### src/rtl/apb_bridge_nslv_if.sv
// Request/response and multi-slave APB signal bundle around apb_bridge_nslv.
// Latency: none, this is wiring only.
// Backpressure: s_ready qualifies transfer; PREADY per slave stretches ACCESS.
// Ports: master = bridge view (takes requests, drives APB, returns responses);
//        slave  = environment view (requester plus the NSLV APB slaves).
interface apb_bridge_nslv_if #(
    parameter int ADDR_W = 32,
    parameter int DATA_W = 32,
    parameter int NSLV   = 4
);
    // requester side
    logic                     transfer;
    logic                     s_ready;
    logic                     SWRITE;
    logic [ADDR_W-1:0]        SADDR;
    logic [DATA_W-1:0]        SWDATA;
    logic [DATA_W/8-1:0]      SSTRB;
    logic [2:0]               SPROT;
    logic                     rsp_valid;
    logic                     rsp_err;
    logic [DATA_W-1:0]        rsp_rdata;
    // APB side
    logic [NSLV-1:0]          PSEL;
    logic                     PENABLE;
    logic                     PWRITE;
    logic [ADDR_W-1:0]        PADDR;
    logic [DATA_W-1:0]        PWDATA;
    logic [DATA_W/8-1:0]      PSTRB;
    logic [2:0]               PPROT;
    logic [NSLV-1:0]          PREADY;
    logic [NSLV-1:0]          PSLVERR;
    logic [NSLV*DATA_W-1:0]   PRDATA;

    modport master (
        input  transfer, SWRITE, SADDR, SWDATA, SSTRB, SPROT,
        input  PREADY, PSLVERR, PRDATA,
        output s_ready, rsp_valid, rsp_err, rsp_rdata,
        output PSEL, PENABLE, PWRITE, PADDR, PWDATA, PSTRB, PPROT
    );

    modport slave (
        output transfer, SWRITE, SADDR, SWDATA, SSTRB, SPROT,
        output PREADY, PSLVERR, PRDATA,
        input  s_ready, rsp_valid, rsp_err, rsp_rdata,
        input  PSEL, PENABLE, PWRITE, PADDR, PWDATA, PSTRB, PPROT
    );
endinterface

### src/rtl/apb_bridge_nslv.sv
// Single-request bridge onto NSLV APB slaves, slave picked by an address region field.
// Latency: accept at edge k, SETUP k+1, ACCESS from k+2, rsp_valid pulse the cycle after completion (best case k+3).
// Backpressure: s_ready only in IDLE; transfer while busy is dropped, PREADY=0 stretches ACCESS up to TIMEOUT cycles.
// Ports: PCLK, PRESETn (synchronous, active-low); bus = apb_bridge_nslv_if.master
//        (transfer/s_ready/S* request, rsp_* response, P* APB fields per slave).
module apb_bridge_nslv #(
    parameter int ADDR_W     = 32,
    parameter int DATA_W     = 32,
    parameter int NSLV       = 4,
    parameter int REGION_LSB = 12,
    parameter int TIMEOUT    = 16
) (
    input  logic              PCLK,
    input  logic              PRESETn,
    apb_bridge_nslv_if.master bus
);
    localparam int IDX_W = (NSLV > 1) ? $clog2(NSLV) : 1;
    localparam int CNT_W = (TIMEOUT > 0) ? $clog2(TIMEOUT + 1) : 1;
    localparam logic [CNT_W-1:0] CNT_ONE = CNT_W'(1);
    localparam logic [CNT_W-1:0] CNT_MAX = CNT_W'(TIMEOUT);
    localparam logic [IDX_W:0]   NSLV_L  = (IDX_W + 1)'(NSLV);

    typedef enum logic [1:0] {IDLE, SETUP, ACCESS, DERR} state_t;

    state_t            state, state_nxt;
    logic [IDX_W-1:0]  idx_q;
    logic [CNT_W-1:0]  cnt_q;

    logic [IDX_W-1:0]  req_idx;
    logic              req_ok;
    logic              accept;
    logic              sel_ready;
    logic              sel_err;
    logic [DATA_W-1:0] sel_rdata;
    logic              timeout_hit;
    logic              done;
    logic              err_nxt;
    logic [DATA_W-1:0] rdata_nxt;
    logic [NSLV-1:0]   psel_oh;

    // Region decode: index must name an existing slave and nothing may sit above the field.
    assign req_idx = bus.SADDR[REGION_LSB +: IDX_W];
    assign req_ok  = ({1'b0, req_idx} < NSLV_L) &&
                     ((bus.SADDR >> (REGION_LSB + IDX_W)) == '0);
    assign accept  = bus.transfer && (state == IDLE);

    // Only the selected slave's response lines are ever looked at.
    assign sel_ready = bus.PREADY[idx_q];
    assign sel_err   = bus.PSLVERR[idx_q];
    assign sel_rdata = bus.PRDATA[idx_q*DATA_W +: DATA_W];

    // cnt_q holds the number of the current ACCESS cycle (1-based).
    assign timeout_hit = (TIMEOUT > 0) && (cnt_q == CNT_MAX);

    always_comb begin
        psel_oh        = '0;
        psel_oh[idx_q] = 1'b1;
    end

    assign bus.s_ready = (state == IDLE);
    assign bus.PENABLE = (state == ACCESS);
    assign bus.PSEL    = ((state == SETUP) || (state == ACCESS)) ? psel_oh : '0;

    always_ff @(posedge PCLK) begin
        if (!PRESETn) begin
            state <= IDLE;
        end else begin
            state <= state_nxt;
        end
    end

    always_comb begin
        state_nxt = state;
        done      = 1'b0;
        err_nxt   = 1'b0;
        rdata_nxt = '0;
        case (state)
            IDLE: begin
                if (bus.transfer) begin
                    state_nxt = req_ok ? SETUP : DERR;
                end
            end
            SETUP: begin
                state_nxt = ACCESS;
            end
            ACCESS: begin
                if (sel_ready) begin
                    done      = 1'b1;
                    err_nxt   = sel_err;
                    rdata_nxt = (bus.PWRITE || sel_err) ? '0 : sel_rdata;
                    state_nxt = IDLE;
                end else if (timeout_hit) begin
                    done      = 1'b1;
                    err_nxt   = 1'b1;
                    state_nxt = IDLE;
                end
            end
            DERR: begin
                done      = 1'b1;
                err_nxt   = 1'b1;
                state_nxt = IDLE;
            end
            default: begin
                state_nxt = IDLE;
            end
        endcase
    end

    always_ff @(posedge PCLK) begin
        if (!PRESETn) begin
            bus.rsp_valid <= 1'b0;
            bus.rsp_err   <= 1'b0;
            bus.rsp_rdata <= '0;
            bus.PWRITE    <= 1'b0;
            bus.PADDR     <= '0;
            bus.PWDATA    <= '0;
            bus.PSTRB     <= '0;
            bus.PPROT     <= '0;
            idx_q         <= '0;
            cnt_q         <= '0;
        end else begin
            // Response is a one-cycle pulse landing in the first IDLE cycle.
            bus.rsp_valid <= done;
            bus.rsp_err   <= err_nxt;
            bus.rsp_rdata <= rdata_nxt;

            // Request fields are frozen at acceptance and stay on the bus until the next one.
            if (accept) begin
                bus.PWRITE <= bus.SWRITE;
                bus.PADDR  <= bus.SADDR;
                bus.PWDATA <= bus.SWDATA;
                bus.PSTRB  <= bus.SWRITE ? bus.SSTRB : '0;
                bus.PPROT  <= bus.SPROT;
                idx_q      <= req_idx;
            end

            if (state == SETUP) begin
                cnt_q <= CNT_ONE;
            end else if ((state == ACCESS) && !done) begin
                cnt_q <= cnt_q + 1'b1;
            end else begin
                cnt_q <= '0;
            end
        end
    end
endmodule

### src/flat_wrapper.sv
// flat-port wrapper written by rule: the top's interface ports become plain ports
module apb_bridge_nslv_flat 
#(
    parameter int ADDR_W     = 32,
    parameter int DATA_W     = 32,
    parameter int NSLV       = 4,
    parameter int REGION_LSB = 12,
    parameter int TIMEOUT    = 16
)
  (PCLK, PRESETn, bus_transfer, bus_SWRITE, bus_SADDR, bus_SWDATA, bus_SSTRB, bus_SPROT, bus_PREADY, bus_PSLVERR, bus_PRDATA, bus_s_ready, bus_rsp_valid, bus_rsp_err, bus_rsp_rdata, bus_PSEL, bus_PENABLE, bus_PWRITE, bus_PADDR, bus_PWDATA, bus_PSTRB, bus_PPROT);
  apb_bridge_nslv_if #(.ADDR_W(ADDR_W), .DATA_W(DATA_W), .NSLV(NSLV)) bus_i ();
  input  logic PCLK;
  input  logic PRESETn;
  input wire logic [$bits(bus_i.transfer)-1:0] bus_transfer;
  input wire logic [$bits(bus_i.SWRITE)-1:0] bus_SWRITE;
  input wire logic [$bits(bus_i.SADDR)-1:0] bus_SADDR;
  input wire logic [$bits(bus_i.SWDATA)-1:0] bus_SWDATA;
  input wire logic [$bits(bus_i.SSTRB)-1:0] bus_SSTRB;
  input wire logic [$bits(bus_i.SPROT)-1:0] bus_SPROT;
  input wire logic [$bits(bus_i.PREADY)-1:0] bus_PREADY;
  input wire logic [$bits(bus_i.PSLVERR)-1:0] bus_PSLVERR;
  input wire logic [$bits(bus_i.PRDATA)-1:0] bus_PRDATA;
  output wire logic [$bits(bus_i.s_ready)-1:0] bus_s_ready;
  output wire logic [$bits(bus_i.rsp_valid)-1:0] bus_rsp_valid;
  output wire logic [$bits(bus_i.rsp_err)-1:0] bus_rsp_err;
  output wire logic [$bits(bus_i.rsp_rdata)-1:0] bus_rsp_rdata;
  output wire logic [$bits(bus_i.PSEL)-1:0] bus_PSEL;
  output wire logic [$bits(bus_i.PENABLE)-1:0] bus_PENABLE;
  output wire logic [$bits(bus_i.PWRITE)-1:0] bus_PWRITE;
  output wire logic [$bits(bus_i.PADDR)-1:0] bus_PADDR;
  output wire logic [$bits(bus_i.PWDATA)-1:0] bus_PWDATA;
  output wire logic [$bits(bus_i.PSTRB)-1:0] bus_PSTRB;
  output wire logic [$bits(bus_i.PPROT)-1:0] bus_PPROT;
  assign bus_i.transfer = bus_transfer;
  assign bus_i.SWRITE = bus_SWRITE;
  assign bus_i.SADDR = bus_SADDR;
  assign bus_i.SWDATA = bus_SWDATA;
  assign bus_i.SSTRB = bus_SSTRB;
  assign bus_i.SPROT = bus_SPROT;
  assign bus_i.PREADY = bus_PREADY;
  assign bus_i.PSLVERR = bus_PSLVERR;
  assign bus_i.PRDATA = bus_PRDATA;
  assign bus_s_ready = bus_i.s_ready;
  assign bus_rsp_valid = bus_i.rsp_valid;
  assign bus_rsp_err = bus_i.rsp_err;
  assign bus_rsp_rdata = bus_i.rsp_rdata;
  assign bus_PSEL = bus_i.PSEL;
  assign bus_PENABLE = bus_i.PENABLE;
  assign bus_PWRITE = bus_i.PWRITE;
  assign bus_PADDR = bus_i.PADDR;
  assign bus_PWDATA = bus_i.PWDATA;
  assign bus_PSTRB = bus_i.PSTRB;
  assign bus_PPROT = bus_i.PPROT;
  apb_bridge_nslv #(.ADDR_W(ADDR_W), .DATA_W(DATA_W), .NSLV(NSLV), .REGION_LSB(REGION_LSB), .TIMEOUT(TIMEOUT)) u_core (.PCLK(PCLK), .PRESETn(PRESETn), .bus(bus_i));
endmodule
### config.mk
export PLATFORM = sky130hd
export DESIGN_NAME = apb_bridge_nslv_flat
export DESIGN_NICKNAME = d
export VERILOG_FILES = /design/src/rtl/apb_bridge_nslv_if.sv /design/src/rtl/apb_bridge_nslv.sv /design/src/flat_wrapper.sv
export SDC_FILE = /design/constraint.sdc
export NUM_CORES = 1
export LEC_CHECK = 0
export ABC_AREA = 1
export CAP_MARGIN = 0
export CORE_AREA = 2 2 125 127
export DETAILED_ROUTE_END_ITERATION = 10
export DIE_AREA = 0 0 127 129
export GPL_ROUTABILITY_DRIVEN = 0
export PLACE_DENSITY_LB_ADDON = 0.05
export SYNTH_ARGS = -nofsm -noshare
export SYNTH_HDL_FRONTEND = slang
export SYNTH_SLANG_ARGS = --single-unit
### constraint.sdc
create_clock -name PCLK -period 3 [get_ports PCLK]
set_input_delay 0.6 -clock PCLK [delete_from_list [all_inputs] [get_ports PCLK]]
set_output_delay 0.6 -clock PCLK [all_outputs]
set_load 0.02 [all_outputs]
Yosys cells after proc, flatten, opt, wreduce, memory -nomap -nowiden. Cells that the tools add are included.

Logic and storage cells: 57. Input port bits: 211. Register bits: 115. Output and inout bits: 112.

Add/sub/neg operators: 1. Reductions and logical operators: 11. Equal/unequal tests: 6. Bitwise logic cells: 4. Shifts and indexed selects: 1. Multiplexer cells: 20. $lt $le $gt $ge: 2.

Operators with widths (count): $shiftx 128x8->32 (1); $logic_not 32->1 (1); $mux 1 (8); $mux 2 (4); $mux 4 (2); $pmux 2 s4 (1); $add 5x1->5 const B (1); $eq 5x5->1 const B (1); $bmux 1 s2 (2); $eq 2x2->1 const B (2); $not 1->1 (4); $pmux 1 s2 (2); $reduce_or 4->1 (1); $logic_and 1x1->1 (3); $lt 2x3->1 const B (1); $ne 3x1->1 const B (1); $reduce_or 3->1 (1); $demux 1 s2 (1); $eq 2x1->1 const B (1); $ge 2x1->1 const B (1); $logic_not 2->1 (1); $logic_or 1x1->1 (2); $ne 2x2->1 const B (1); $reduce_and 2->1 (1); $logic_not 1->1 (1).

Logic depth before layout (Yosys ltp). Gate-level depths: netlist of run 1.

Depth after elaboration: 8. Depth in mapped cells: 10. Gate-level depth less buffers: 9.

Worst setup path before layout of run 1. OpenSTA, ideal clock, no wires.

Path type: register -> output. Start: register u_core.bus.PADDR[13] (netlist name). End: output port bus_PSEL[2]. Data required time: 2.400 ns. Arrival: 1.505 ns. Setup slack: 0.895 ns. Path buffers: 3. Cell stages (with the launch flop): 6. Path through: dfxtp_1 buf_2 inv_1 buf_2 buf_2 nor3_1.

RTL lines: end: declaration (RTL line flat_wrapper.sv:27) `output wire logic [$bits(bus_i.PSEL)-1:0] bus_PSEL;`.

Worst setup path after layout of run 1.
Start: register u_core.idx_q[0]. End: output port bus_PSEL[3].

Word-level cells in the longest chain between the ends: 5. Elaborated cells between the ends (all ways): 6. Those cells by class: order compare (2); mux (3); reduce/logical (1).

Ends and longest elaborated chain: start: declaration (RTL line apb_bridge_nslv.sv:26) `logic [IDX_W-1:0] idx_q;`; start signal: assignment (RTL line apb_bridge_nslv.sv:134) `idx_q <= req_idx;`; $lt 2x3->1 (implied by the code) / $ge 2x1->1 (equally long branches) (RTL line apb_bridge_nslv.sv:57) `psel_oh[idx_q] = 1'b1;`; $logic_and 1x1->1 (implied by the code) (RTL line apb_bridge_nslv.sv:57); $mux 1 (implied by the code) (RTL line apb_bridge_nslv.sv:57); $demux 1 s2 (*); $mux 4 (*) (RTL line apb_bridge_nslv.sv:62) `assign bus.PSEL = ((state == SETUP) || (state == ACCESS)) ? psel_oh : '0;`.

Mark *: on every way between the ends. The rest lies on a longest branch, timed or not.

==> flow_metrics.env, run 1 <==
export IMPL_status="finished clean"
export IMPL_crit_path_start_kind="flop"
export IMPL_layout_nets=1156
export IMPL_placeableCoreArea_um2=15000
export IMPL_start_util=0.313
export IMPL_finClkSkew_ns=0.00528
export IMPL_intPower_uw=3870
export IMPL_die_y_um=129
export IMPL_synth_cell_types=24
export IMPL_via_per_inst=4.88
export IMPL_cts_buffers_inserted=17
export IMPL_grt_util_met1=0.245
export IMPL_hold_start="u_core.bus.PSTRB[1]$_SDFFE_PN0P_"
export IMPL_wl_um=19000
export IMPL_ys_warn_count=0
export IMPL_hold_viol=0
export IMPL_cp_required_ns=2.40
export IMPL_detail_route_antenna_nets=0
export IMPL_tns_ns=0
export IMPL_fin_util=0.574
export IMPL_drc=0
export IMPL_setup_viol_count_final=0
export IMPL_finalPower_uw=5760
export IMPL_dpl_hpwl_um=14400
export IMPL_path_clk_slew_ns=0.05
export IMPL_path_class="flop to output pin"
export IMPL_rows=45
export IMPL_drive_gt1_frac=0.0527
export IMPL_yosys_area_top_type="dfxtp_1"
export IMPL_dr_pass1_iters=6
export IMPL_tightest_slew_ns=0.823
export IMPL_r2r_start="u_core.idx_q[0]$_SDFFE_PN0P_"
export IMPL_syn2layout_area_growth_pct=83.6
export IMPL_grt_met3_usage=0.106
export IMPL_root_buffer="clkbuf_16"
export IMPL_startpoint="u_core.idx_q[0]$_SDFFE_PN0P_"
export IMPL_ys_seq_elements=113
export IMPL_yosys_top_cells_area="dfxtp_1, nor2_1, o21ai_0"
export IMPL_sw_frac_of_total=0.327
export IMPL_max_freq_ghz=0.373
export IMPL_slew_viol_final=0
export IMPL_slew_headroom=0.451
export IMPL_cts_resized=0
export IMPL_maxCapViolCount=0
export IMPL_grt_use_total=0.229
export IMPL_ys_seq_area_frac=0.483
export IMPL_netlist_instances=630
export IMPL_io_pins=323
export IMPL_use_met2=0.391
export IMPL_powerDensity_nw_per_um2=670
export IMPL_grt_overflow=0
export IMPL_dieWidth_um=127
export IMPL_hold_buffers=0
export IMPL_period_share=0.893
export IMPL_endpoint_kind="output pin"
export IMPL_combPwrFrac=0.354
export IMPL_cts_htree_levels=4
export IMPL_netlist_area_um2=4680
export IMPL_grt_first_pass_wirelength_um=29200
export IMPL_hold_class="flop to flop"
export IMPL_cts_setup_buffers=0
export IMPL_dieArea_um2=16400
export IMPL_detail_route_wl_per_cell_um=16.7
export IMPL_cts_tree="done"
export IMPL_synth_area_per_cell_um2=7.43
export IMPL_first_global_vias=5482
export IMPL_io_buffers=322
export IMPL_rsz0062_at_grt="false"
export IMPL_synth_top_area_frac=0.483
export IMPL_cp_arrival_ns=2.08
export IMPL_p_seq_frac=0.322
export IMPL_p_switching_uw=1890
export IMPL_period_needed_ns=2.68
export IMPL_ir_worst_vdd_v=0.000462
export IMPL_drt_iter0_markers=314
export IMPL_leakage_uw=0.00341
export IMPL_path_max_fanout=19
export IMPL_grt_start_max_net_pins=73
export IMPL_clock_path_buffers=2
export IMPL_routed_via_count=5559
export IMPL_clk_latency_ns=0.41
export IMPL_busiest_layer="met2"
export IMPL_antenna_found_initial=3
export IMPL_clockPowerShare=0.324
export IMPL_clock_sinks=113
export IMPL_synth_nets=847
Yosys cell counts, drive strengths merged:
cell,instances
a21oi,28
a221oi,32
buf,22
clkbuf,23
clkinv,2
dfxtp,113
ha,6
inv,17
nand2,77
nand3,47
nand4,4
nor2,181
nor3,7
o21ai,67
or2,1
xnor2,1
xor2,2
cells by family after synthesis:
family,count (synthesis),share of synthesized area
XOR/XNOR,3,0.00561
AND/OR/NAND/NOR,317,0.274
buffers and inverters,64,0.0599
flip-flops,113,0.483
AO/OA/AOI/OAI,127,0.161
adder cells (fa/ha/maj),6,0.0160
cell usage in the layout (no fill, tap or decap), types with 2 or more instances in the layout:
cell and instances:
inv_1 16, o21ai_0 67, nor2_1 178, clkbuf_8 4, diode_2 3, clkbuf_1 2
clkdlybuf4s50_1 321, nand3_1 46, clkbuf_16 17, nand4_1 4, a21oi_1 28, inv_2 2
ha_1 6, buf_4 12, dfxtp_1 113, nor3_1 6, nand2_1 76, clkinv_2 4
a221oi_1 32, nor2_2 3, xor2_1 2
power by group through the flow:
stage	sequential, uW	clock, uW	combinational (uW)
global route	1880	1970	2220
detailed placement	1880	0	2040
finish	1850	1870	2040
global placement	1870	0	2020
CTS	1860	1900	2060
floorplan	2120	0	838
metal layers:
layer	vias to the layer above	wire length [um]
met5	-	0
met2	258	9000
li1	2720	-
met1	2534	7220
met3	47	2110
met4	0	702
final timing paths:
path	cells past startpoint	slack [ns]	to
setup / recovery	3	0.32	bus_PSEL[3]
hold / removal	2	0.47	u_core.bus.PSTRB[1]$_SDFFE_PN0P_
setup reg to reg	6	0.72	u_core.bus.rsp_rdata[15]$_SDFF_PP0_
hold reg to reg	2	0.47	u_core.bus.PSTRB[1]$_SDFFE_PN0P_
flip-flops by register name, summed over array words and instances (netlist names), 2 cells and up:
signal / cells
u_core.state: 2
u_core.bus.PADDR: 31
u_core.bus.PWDATA: 32
u_core.bus.PSTRB: 4
u_core.bus.rsp_rdata: 32
u_core.cnt_q: 5
u_core.bus.PPROT: 3
area by class of cell:
class	instances	area, um2
diodes	3	7.51
fillers	1369	6380
clock buffers	23	488
repair buffers	335	3330
clock inverters	6	57.6
flip-flops and latches	113	2260
inverters	19	71.3
multi-input cells	453	2150
well taps	188	235
worst max-delay path, stage by stage, from the launching register on:
cell and delay, ns:
dfxtp_1 0.54, inv_2 0.24, nor3_1 0.26, clkdlybuf4s50_1 0.64
stage by stage:
stage / setup WS, ns / hold slack, ns / instance area, um2 / std cells
floorplan: 0.895 / 0.473 / 4680 / 630
global placement: 0.768 / 0.454 / 8040 / 1108
detailed placement: 0.716 / 0.457 / 8040 / 1108
CTS: 0.283 / 0.466 / 8590 / 1137
global route: 0.172 / 0.500 / 8590 / 1138
finish: 0.321 / 0.466 / 8600 / 1140
Note: power is estimated with default switching activity, not from simulation.
==> run 2: changes to the inputs <==
Settings changed: ABC_CLOCK_PERIOD_IN_PS set to 3000.
==> results of run 2 <==
Same layout as run 1: the final DEF is identical, and so are final timing and power.
